[src/rtl/alu_cmd_fifo.sv]
`default_nettype none
// ============================================================================
// Module   : alu_cmd_fifo
// Purpose  : Circular command FIFO placed directly in front of the 16-bit ALU.
//            It accepts {opcode, op1, op2} through a valid/ready handshake and
//            presents the oldest command first-word-fall-through, so the head
//            entry drives the ALU operand and opcode inputs directly.
// Revision : 1.0 - initial release
// ============================================================================
module alu_cmd_fifo #(
  parameter int ALU_WIDTH = 16,
  parameter int DEPTH     = 4
) (
  input  logic                         clk,
  input  logic                         rst,
  input  logic                         in_valid,
  output logic                         in_ready,
  input  logic [ALU_WIDTH-1:0]         in_op1,
  input  logic [ALU_WIDTH-1:0]         in_op2,
  input  logic [1:0]                   in_opcode,
  output logic                         out_valid,
  input  logic                         out_ready,
  output logic [ALU_WIDTH-1:0]         out_op1,
  output logic [ALU_WIDTH-1:0]         out_op2,
  output logic [1:0]                   out_opcode,
  output logic [$clog2(DEPTH+1)-1:0]   count,
  output logic                         overflow
);

  localparam int PTR_W = $clog2(DEPTH);
  localparam int CNT_W = $clog2(DEPTH + 1);

  localparam logic [CNT_W-1:0] C_FULL_COUNT = CNT_W'(DEPTH);
  localparam logic [CNT_W-1:0] C_CNT_ONE    = CNT_W'(1);
  localparam logic [PTR_W-1:0] C_PTR_ONE    = PTR_W'(1);

  // Storage is intentionally not reset; only pointers, count and flags are.
  logic [ALU_WIDTH-1:0] r_op1_mem    [DEPTH];
  logic [ALU_WIDTH-1:0] r_op2_mem    [DEPTH];
  logic [1:0]           r_opcode_mem [DEPTH];

  logic [PTR_W-1:0] r_wr_ptr;
  logic [PTR_W-1:0] r_rd_ptr;
  logic [CNT_W-1:0] r_count;
  logic             r_overflow;

  logic w_full;
  logic w_empty;
  logic w_push;
  logic w_pop;

  // Full/empty come from the occupancy counter, never from pointer compares,
  // so wrapped pointers are never ambiguous.
  assign w_full  = (r_count == C_FULL_COUNT);
  assign w_empty = (r_count == '0);

  // in_ready depends on registered state and rst only: a full FIFO never
  // admits a push even when the head is popped in the same cycle.
  assign in_ready  = !w_full && !rst;
  assign out_valid = !w_empty;

  assign w_push = in_valid && in_ready;
  assign w_pop  = out_valid && out_ready;

  // Write the incoming command into the slot at the write pointer.
  always_ff @(posedge clk) begin
    if (w_push) begin
      r_op1_mem[r_wr_ptr]    <= in_op1;
      r_op2_mem[r_wr_ptr]    <= in_op2;
      r_opcode_mem[r_wr_ptr] <= in_opcode;
    end
  end

  // Advance the pointers on push/pop; DEPTH is a power of two so they wrap.
  always_ff @(posedge clk) begin
    if (rst) begin
      r_wr_ptr <= '0;
      r_rd_ptr <= '0;
    end else begin
      if (w_push) begin
        r_wr_ptr <= r_wr_ptr + C_PTR_ONE;
      end
      if (w_pop) begin
        r_rd_ptr <= r_rd_ptr + C_PTR_ONE;
      end
    end
  end

  // Track occupancy; push and pop together leave it unchanged.
  always_ff @(posedge clk) begin
    if (rst) begin
      r_count <= '0;
    end else begin
      case ({w_push, w_pop})
        2'b10:   r_count <= r_count + C_CNT_ONE;
        2'b01:   r_count <= r_count - C_CNT_ONE;
        default: r_count <= r_count;
      endcase
    end
  end

  // Sticky flag for any push attempt made while the FIFO is full.
  always_ff @(posedge clk) begin
    if (rst) begin
      r_overflow <= 1'b0;
    end else if (in_valid && w_full) begin
      r_overflow <= 1'b1;
    end
  end

  // Present the head entry while valid and zeros otherwise, so the ALU sees
  // a defined, quiet input whenever the FIFO is empty.
  always_comb begin
    out_op1    = '0;
    out_op2    = '0;
    out_opcode = '0;
    if (out_valid) begin
      out_op1    = r_op1_mem[r_rd_ptr];
      out_op2    = r_op2_mem[r_rd_ptr];
      out_opcode = r_opcode_mem[r_rd_ptr];
    end
  end

  assign count    = r_count;
  assign overflow = r_overflow;

endmodule
`default_nettype wire

[config.mk]
export PLATFORM = sky130hd
export DESIGN_NAME = alu_cmd_fifo
export DESIGN_NICKNAME = d
export VERILOG_FILES = /design/src/rtl/alu_cmd_fifo.sv
export SDC_FILE = /design/constraint.sdc
export NUM_CORES = 1
export LEC_CHECK = 0
export BUFFER_PORTS_ARGS = -buffer_cell sky130_fd_sc_hd__buf_2
export CAP_MARGIN = 20
export CORE_MARGIN = 3
export CORE_UTILIZATION = 45
export CTS_CLUSTER_DIAMETER = 40
export DETAILED_ROUTE_END_ITERATION = 8
export GPL_TIMING_DRIVEN = 0
export RECOVER_POWER = 50
export SYNTH_ARGS = -nofsm -noshare
export SYNTH_HDL_FRONTEND = slang
export SYNTH_SLANG_ARGS = --single-unit
[constraint.sdc]
create_clock -name clk -period 3.5 [get_ports clk]
set_clock_uncertainty 0.05 [all_clocks]
set_input_delay 1.05 -clock clk [delete_from_list [all_inputs] [get_ports clk]]
set_output_delay 1.05 -clock clk [all_outputs]
set_load 0.005 [all_outputs]
==> impl_summary.log, run 1 <==
[metrics] result of the run: finished clean
[metrics] sequential share of power: 0.422
[metrics] Worst VDD drop: between 0.0003 and 0.0004 V
[metrics] cell types with the largest area share after synthesis: edfxtp_1 (71%), mux4_2 (12%), dfxtp_1 (3.5%)
[metrics] full die area: 14,200 µm²
[metrics] layout cell share with drive strength beyond 1: 0.304
[metrics] hold_ws: just over 0.4 ns
[metrics] global-route wire length before repair: 16,300 µm
[metrics] clock tree from TritonCTS: done
[metrics] share of the clock period used by the worst path: 0.935
[metrics] total of fill cells in the finished design: around 1k
[metrics] Vias/cell: between 4 and 5
[metrics] utilization after layout: 0.559
[metrics] Comb power frac: 0.263
[metrics] root buffer cell: clkbuf_16
[metrics] number of antenna violations at the first check in global routing: 0
[metrics] dpl hpwl: between 6000 and 7000 µm
[metrics] area fraction of the dominant cell type after synthesis: 0.711
[metrics] ports placed on the boundary: 78
[metrics] startpoint of the most critical register-to-register path: count[1]$_SDFFE_PP0P_
[metrics] number of synthesized flops with an enable pin: about 140
[metrics] endpoint class of the critical path: output pin
[metrics] CORE AREA: between 10,000 and 15,000 µm²
[metrics] total of max-cap violations: 0
[metrics] internal power contribution: roughly 3.7 mW
[metrics] clock network power share: 0.314
[metrics] actual transition at the worst max-transition pin: around 0.94 ns
[metrics] setup repair bufs after CTS: 0
[metrics] Setup crit start: count[1]$_SDFFE_PP0P_
[metrics] final design area excluding fillers: slightly below 7000 µm²
[metrics] per-instance average area after synthesis: approximately 21 µm²
[metrics] net count of the finished layout: roughly 420
[metrics] Worst Path Max Fanout: 10
[metrics] prevailing post-synth register cell: edfxtp_1
[metrics] Wirelength per Cell: 18.3 µm
[metrics] CP Launch Type: flop
[metrics] total net switching power: about 1.3 mW
[metrics] width of the chip: 119 µm
[metrics] detailed-route wire length: 10,100 µm
[metrics] Skew-Pair Late Insertion Delay: about 0.40 ns
[metrics] starting utilization of the core area: 0.469
[metrics] most instantiated cells after synthesis: edfxtp_1 (136), mux4_2 (30), nor2b_1 (29)
[metrics] final setup violation count: 0
[metrics] Max clock buf depth: 2
[metrics] number of DRC violations after detailed-routing iteration 0: 150
[metrics] die height: about 120 µm
[metrics] switching power as a share of total power: 0.262
[metrics] gate count after technology mapping: approximately 270
[metrics] cell with the most instances after synthesis: edfxtp_1
[metrics] Cell Count, Final, Fillers Out: 550
[metrics] sequential cell area fraction in the yosys report: 0.745
[metrics] total routing resource utilization after global routing: 0.155
[metrics] proportion of synthesized flip-flops having asynchronous set or reset: 0
[metrics] routability congestion estimate from global placement: 0.702
[metrics] dominant cell type by area after synthesis: edfxtp_1
[metrics] CTS HTree Levels: 4
[metrics] setup repair after global routing missed its margin: false
[metrics] required time of the critical path: between 2 and 2.5 ns
[metrics] antenna fix cells: 0
[metrics] number of vias in the routed layout: between 2k and 3k
[metrics] Post-CTS Hold Buffers: 0
[metrics] number of distinct library cell variants in the gate-level netlist after synthesis: 28
[metrics] minimum clock period: between 3 and 4 ns
[metrics] Placed Instances: 520
[metrics] min-delay worst type: flop to flop
[metrics] vias in the first global route: ~3k
[metrics] register bit count reported by yosys: 146
[metrics] TritonCTS buffer count: 17
[metrics] number of nets still failing antenna checks after routing: 0
[metrics] Ys Warns: 0
[metrics] overall power of the completed layout: between 4 and 5 mW
[metrics] maximum operating frequency: between 300 and 400 MHz
[metrics] Pwr per Cell Area: 723 nW/µm²
[metrics] remaining design rule violation count: 0
[metrics] area growth from synthesis to layout: 19.2%
[metrics] placed instance area: roughly 6400 µm²
[metrics] largest net degree at the start of global routing: 31
[metrics] Leak: about 2.3 nW
[metrics] cts repair resizes: 0
[metrics] max-slew violations: 0
[metrics] sum of overflow across all layers after global routing: 0
[metrics] clock transition at the registers of the reported paths: about 0.050 ns
[metrics] row cnt: 40
[metrics] kind of critical path: flop to output pin
[metrics] number of clock sinks: 146
[metrics] DRT Pass-1 Iters: 4
[metrics] Post-Synthesis Net Count: 315
[metrics] mapped cell area: between 5000 and 6000 µm²
[metrics] Buffers on Ports: 77
[metrics] start point of the worst min-delay path: overflow$_SDFFE_PP0P_
[metrics] Fin. Hold Viols: 0
[metrics] Worst EP arrival: 2.17 ns
[metrics] relative slew slack: 0.376
## critical path, stage by stage, from the launching register on
cell      delay, ns
dfxtp_1        0.39
nor3_4         0.49
clkbuf_1       0.58
nor2b_1        0.14
buf_2          0.16
## cell usage in the layout (no fill, tap or decap), types with 3 or more instances in the layout
cell       count
edfxtp_1     136
buf_2         46
clkbuf_1      40
mux4_2        30
nor2b_1       29
clkbuf_16     17
dfxtp_1       10
inv_1          8
nor2_1         8
clkinv_1       6
nor2b_4        5
ha_1           5
buf_12         4
mux4_1         4
a21oi_1        4
clkinv_2       4
clkbuf_2       3
xor2_1         3
## through the flow
step | setup slack (ns) | TNS, ns
after global routing | 0.0317 | 0
after floorplan | 0.837 | 0
after global placement | -0.0571 | -5.58
final | 0.229 | 0
after detailed placement | 0.569 | 0
after CTS | 0.124 | 0
## layout make-up
| type | instances | area [µm²] | area share |
|---|---|---|---|
| buffer | 12 | 109 | 0.0159 |
| clock buffer | 19 | 433 | 0.0632 |
| clock inverter | 11 | 72.6 | 0.0106 |
| inverter | 8 | 30.0 | 0.00438 |
| multi-input combinational | 105 | 1320 | 0.192 |
| sequential | 146 | 4280 | 0.625 |
| tap | 168 | 210 | 0.0307 |
| timing repair buffer | 81 | 398 | 0.0581 |
## registers in the layout, indices dropped and copies added, names as in the netlist, named ones only
name,cells
r_rd_ptr,2
r_opcode_mem,8
r_op2_mem,64
r_op1_mem,64
overflow,1
count,3
r_wr_ptr,2
## final timing paths
check                          endpoint  slack (ns)  cells past startpoint
max                         out_op2[14]        0.23                      4
min               overflow$_SDFFE_PP0P_        0.41                      2
max reg2reg  r_op1_mem[2][11]$_DFFE_PP_        0.62                      4
min reg2reg       overflow$_SDFFE_PP0P_        0.41                      2
## layer usage
layer	track usage	up-vias	share of wire	wire length, µm
li1	-	1273	-	-
met1	0.198	1385	0.42	4230
met2	0.245	72	0.50	5060
met3	0.0556	9	0.064	640
met4	0.0565	0	0.013	128
met5	0	-	0	0
## cells by family after synthesis
logic type                 Yosys count  synth area share
AOI/OAI and AO/OA                    7           0.00653
muxes                               36             0.140
adders and majority gates            6            0.0144
buffers and inverters               20            0.0242
and+or+nand+nor                     53            0.0653
xor gates and xnor gates             3           0.00457
DFF                                146             0.745
## power by group through the flow
stage / clock network [mW] / registers [mW] / logic, mW
CTS: 1.60 / 2.09 / 1.36
finish: 1.56 / 2.09 / 1.31
detailed placement: 0 / 2.13 / 1.36
floorplan: 0 / 2.12 / 0.884
global route: 1.68 / 2.10 / 1.45
global placement: 0 / 2.13 / 1.32
Power figures use the tool's default switching activity.
==> run 2: changes to the inputs <==
Settings changed: ABC_AREA from default to 1, REMOVE_ABC_BUFFERS from default to 1.
==> impl_summary.log, run 2 <==
[metrics] net count of the finished layout: 596 (+44%)
[metrics] total of max-cap violations: 0 (unchanged)
[metrics] number of nets still failing antenna checks after routing: 0 (unchanged)
[metrics] total of fill cells in the finished design: 1,052 (+5.0%)
[metrics] per-instance average area after synthesis: 12.2 µm² (-42%)
[metrics] TritonCTS buffer count: 17 (unchanged)
[metrics] number of distinct library cell variants in the gate-level netlist after synthesis: 19 (-32%)
[metrics] vias in the first global route: 3,472 (+17%)
[metrics] mapped cell area: 5820 µm² (+1.2%)
[metrics] internal power contribution: 3.60 mW (-1.4%)
[metrics] CP Launch Type: flop
[metrics] number of DRC violations after detailed-routing iteration 0: 280 (+87%)
[metrics] share of the clock period used by the worst path: 0.942 (+0.00734)
[metrics] actual transition at the worst max-transition pin: 1.30 ns (+0.367 ns)
[metrics] full die area: 14,300 µm² (+1.2%)
[metrics] dominant cell type by area after synthesis: edfxtp_1
[metrics] area fraction of the dominant cell type after synthesis: 0.702 (-0.00856)
[metrics] Comb power frac: 0.228 (-0.035)
[metrics] worst setup path endpoint: out_op2[7]
[metrics] number of synthesized flops with an enable pin: 136 (unchanged)
[metrics] remaining design rule violation count: 0 (unchanged)
[metrics] Ys Warns: 0 (unchanged)
[metrics] Max clock buf depth: 2 (unchanged)
[metrics] CORE AREA: 12,300 µm² (+0.41%)
[metrics] kind of critical path: flop to output pin
[metrics] width of the chip: 120 µm (+0.58%)
[metrics] required time of the critical path: 2.40 ns (about the same)
[metrics] Worst EP arrival: 2.20 ns (+0.03 ns)
[metrics] clock transition at the registers of the reported paths: 0.06 ns (about the same)
[metrics] Vias/cell: 4.96 (-0.34%)
[metrics] layout cell share with drive strength beyond 1: 0.138 (-0.165)
[metrics] row cnt: 40 (unchanged)
[metrics] Placed Instances: 701 (+35%)
[metrics] cell with the most instances after synthesis: nor2_1
[metrics] area growth from synthesis to layout: 19.0%
[metrics] RR Endpoint: r_op2_mem[2][12]$_DFFE_PP_
[metrics] clock tree from TritonCTS: done
[metrics] number of vias in the routed layout: 3,633 (+33%)
[metrics] CTS HTree Levels: 4 (unchanged)
[metrics] Buffers on Ports: 77 (unchanged)
[metrics] clock network power share: 0.358 (+0.044)
[metrics] endpoint class of the critical path: output pin
[metrics] total routing resource utilization after global routing: 0.169 (+0.0140)
[metrics] most frequent standard cell in the layout excluding fill and tap cells: nor2_1
[metrics] ports placed on the boundary: 78 (unchanged)
[metrics] number of antenna violations at the first check in global routing: 0 (unchanged)
[metrics] prevailing post-synth register cell: edfxtp_1
[metrics] min-delay worst type: flop to flop
[metrics] detailed-route wire length: 11,500 µm (+14%)
[metrics] relative slew slack: 0.128 (-0.248)
[metrics] setup slack on the worst flop-to-flop path: 0.90 ns (+0.28 ns)
[metrics] dpl hpwl: 6460 µm (+1.5%)
[metrics] die height: 120 µm (+0.58%)
[metrics] Worst Reg-to-Reg Cells: 5 (+1)
[metrics] switching power as a share of total power: 0.288 (+0.0261)
[metrics] overall power of the completed layout: 5.06 mW (+2.2%)
[metrics] setup repair after global routing missed its margin: false
[metrics] largest registers in the final layout: r_op1_mem x64, r_op2_mem x64, r_opcode_mem x8
[metrics] largest net degree at the start of global routing: 69 (+120%)
[metrics] worst-case setup slack after placement: 0.195 ns (-0.374 ns)
[metrics] max-slew violations: 0 (unchanged)
[metrics] cell types with the largest area share after synthesis: edfxtp_1 (70%), nor2_1 (9.4%), o21ai_0 (4.3%)
[metrics] Worst VDD drop: 0.000426 V (+21%)
[metrics] maximum operating frequency: 303 MHz (-0.78%)
[metrics] Leak: 2.47 nW (+6.1%)
[metrics] setup TNS: 0 ns (unchanged)
[metrics] sequential cell area fraction in the yosys report: 0.737 (-0.00898)
[metrics] proportion of synthesized flip-flops having asynchronous set or reset: 0 (unchanged)
[metrics] sequential share of power: 0.414 (-0.008)
[metrics] routability congestion estimate from global placement: 0.733 (+4.4%)
[metrics] gate count after technology mapping: 476 (+76%)
[metrics] most frequent cells in the layout: nor2_1 (145), edfxtp_1 (136), o21ai_0 (50)
[metrics] startpoint of the most critical register-to-register path: count[1]$_SDFFE_PP0P_
[metrics] DRT Pass-1 Iters: 4 (unchanged)
[metrics] register bit count reported by yosys: 146 (unchanged)
[metrics] final setup slack of the worst path: 0.203 ns (-0.0257 ns)
[metrics] Pwr per Cell Area: 732 nW/µm² (+1.2%)
[metrics] number of clock sinks: 146 (unchanged)
[metrics] total net switching power: 1.46 mW (+12%)
[metrics] Skew-Pair Late Insertion Delay: 0.41 ns (about the same)
[metrics] root buffer cell: clkbuf_16
[metrics] Post-CTS Hold Buffers: 0 (unchanged)
[metrics] result of the run: finished clean
[metrics] antenna fix cells: 0 (unchanged)
[metrics] minimum clock period: 3.30 ns (+0.0257 ns)
[metrics] Fin. Hold Viols: 0 (unchanged)
[metrics] sum of overflow across all layers after global routing: 0 (unchanged)
[metrics] global-route wire length before repair: 18,200 µm (+12%)
[metrics] Cell Count, Final, Fillers Out: 732 (+33%)
[metrics] final setup violation count: 0 (unchanged)
[metrics] most instantiated cells after synthesis: nor2_1 (146), edfxtp_1 (136), o21ai_0 (50)
[metrics] starting utilization of the core area: 0.472 (+0.00379)
[metrics] Wirelength per Cell: 15.7 µm (-14%)
[metrics] Worst Path Max Fanout: 35 (+25)
-- run 2: changes by cell type after synthesis, moves of 10 or more --
cell	delta
nor2_1	+138
o21ai_0	+48
a21oi_1	+35
mux4_2	-30
nor2b_1	-29
o21ai_1	+21
nand2_1	+13
inv_1	+10
-- run 2: area by class of cell --
type / count / area, µm² / area share
multi-input combinational: 284 / 1290 / 0.186
inverter: 21 / 83.8 / 0.0121
timing repair buffer: 82 / 452 / 0.0653
clock inverter: 13 / 168 / 0.0242
tap: 168 / 210 / 0.0304
clock buffer: 18 / 429 / 0.0620
sequential: 146 / 4290 / 0.620
-- run 2: logic make-up after synthesis --
group	Yosys count	synth area share
compound gates	110	0.0946
buf+inv	46	0.0441
flops	146	0.737
fa+ha+maj	6	0.0142
simple gates	168	0.111
-- run 2: power groups by stage --
| stage | logic, mW | clock network, mW | registers [mW] |
|---|---|---|---|
| final | 1.15 | 1.81 | 2.10 |
| after global routing | 1.33 | 1.93 | 2.11 |
| after CTS | 1.20 | 1.84 | 2.10 |
| after detailed placement | 1.19 | 0 | 2.14 |
| after global placement | 1.10 | 0 | 2.19 |
| after floorplan | 0.611 | 0 | 2.14 |
-- run 2: per-layer routing --
| metal | vias to the layer above | wire [µm] | GRT usage |
|---|---|---|---|
| li1 | 1815 | - | - |
| met1 | 1727 | 4960 | 0.212 |
| met2 | 85 | 5650 | 0.268 |
| met3 | 6 | 768 | 0.0580 |
| met4 | 0 | 106 | 0.0709 |
| met5 | - | 0 | 0 |
-- run 2: through the flow --
step	util	instance area, µm²	hold slack [ns]
6_report	0.562	6920	0.416
5_1_grt	0.562	6920	0.463
4_1_cts	0.567	6980	0.415
3_5_place_dp	0.518	6380	0.401
3_3_place_gp	0.506	6230	0.383
2_1_floorplan	-	5640	0.391
-- run 2: repair_timing --
action,4_1_cts,5_1_grt
gates cloned,0,0
resized for setup,2,1
setup buffers,0,0
endpoints found under the setup margin,34,7
-- run 2: critical path, cell delays in order (launching register included) --
cell     delay [ns]
dfxtp_4        0.66
inv_2          0.44
nor2_1         0.20
o21ai_0        0.10
a21oi_1        0.21
buf_2          0.16
-- run 2: worst min path at each step --
stage | end | slack [ns] | from | cells past startpoint
finish | overflow$_SDFFE_PP0P_ | 0.42 | overflow$_SDFFE_PP0P_ | 2
global route | overflow$_SDFFE_PP0P_ | 0.46 | overflow$_SDFFE_PP0P_ | 2
CTS | overflow$_SDFFE_PP0P_ | 0.41 | overflow$_SDFFE_PP0P_ | 2
detailed placement | overflow$_SDFFE_PP0P_ | 0.40 | overflow$_SDFFE_PP0P_ | 2
global placement | overflow$_SDFFE_PP0P_ | 0.38 | overflow$_SDFFE_PP0P_ | 2
floorplan | overflow$_SDFFE_PP0P_ | 0.39 | overflow$_SDFFE_PP0P_ | 2
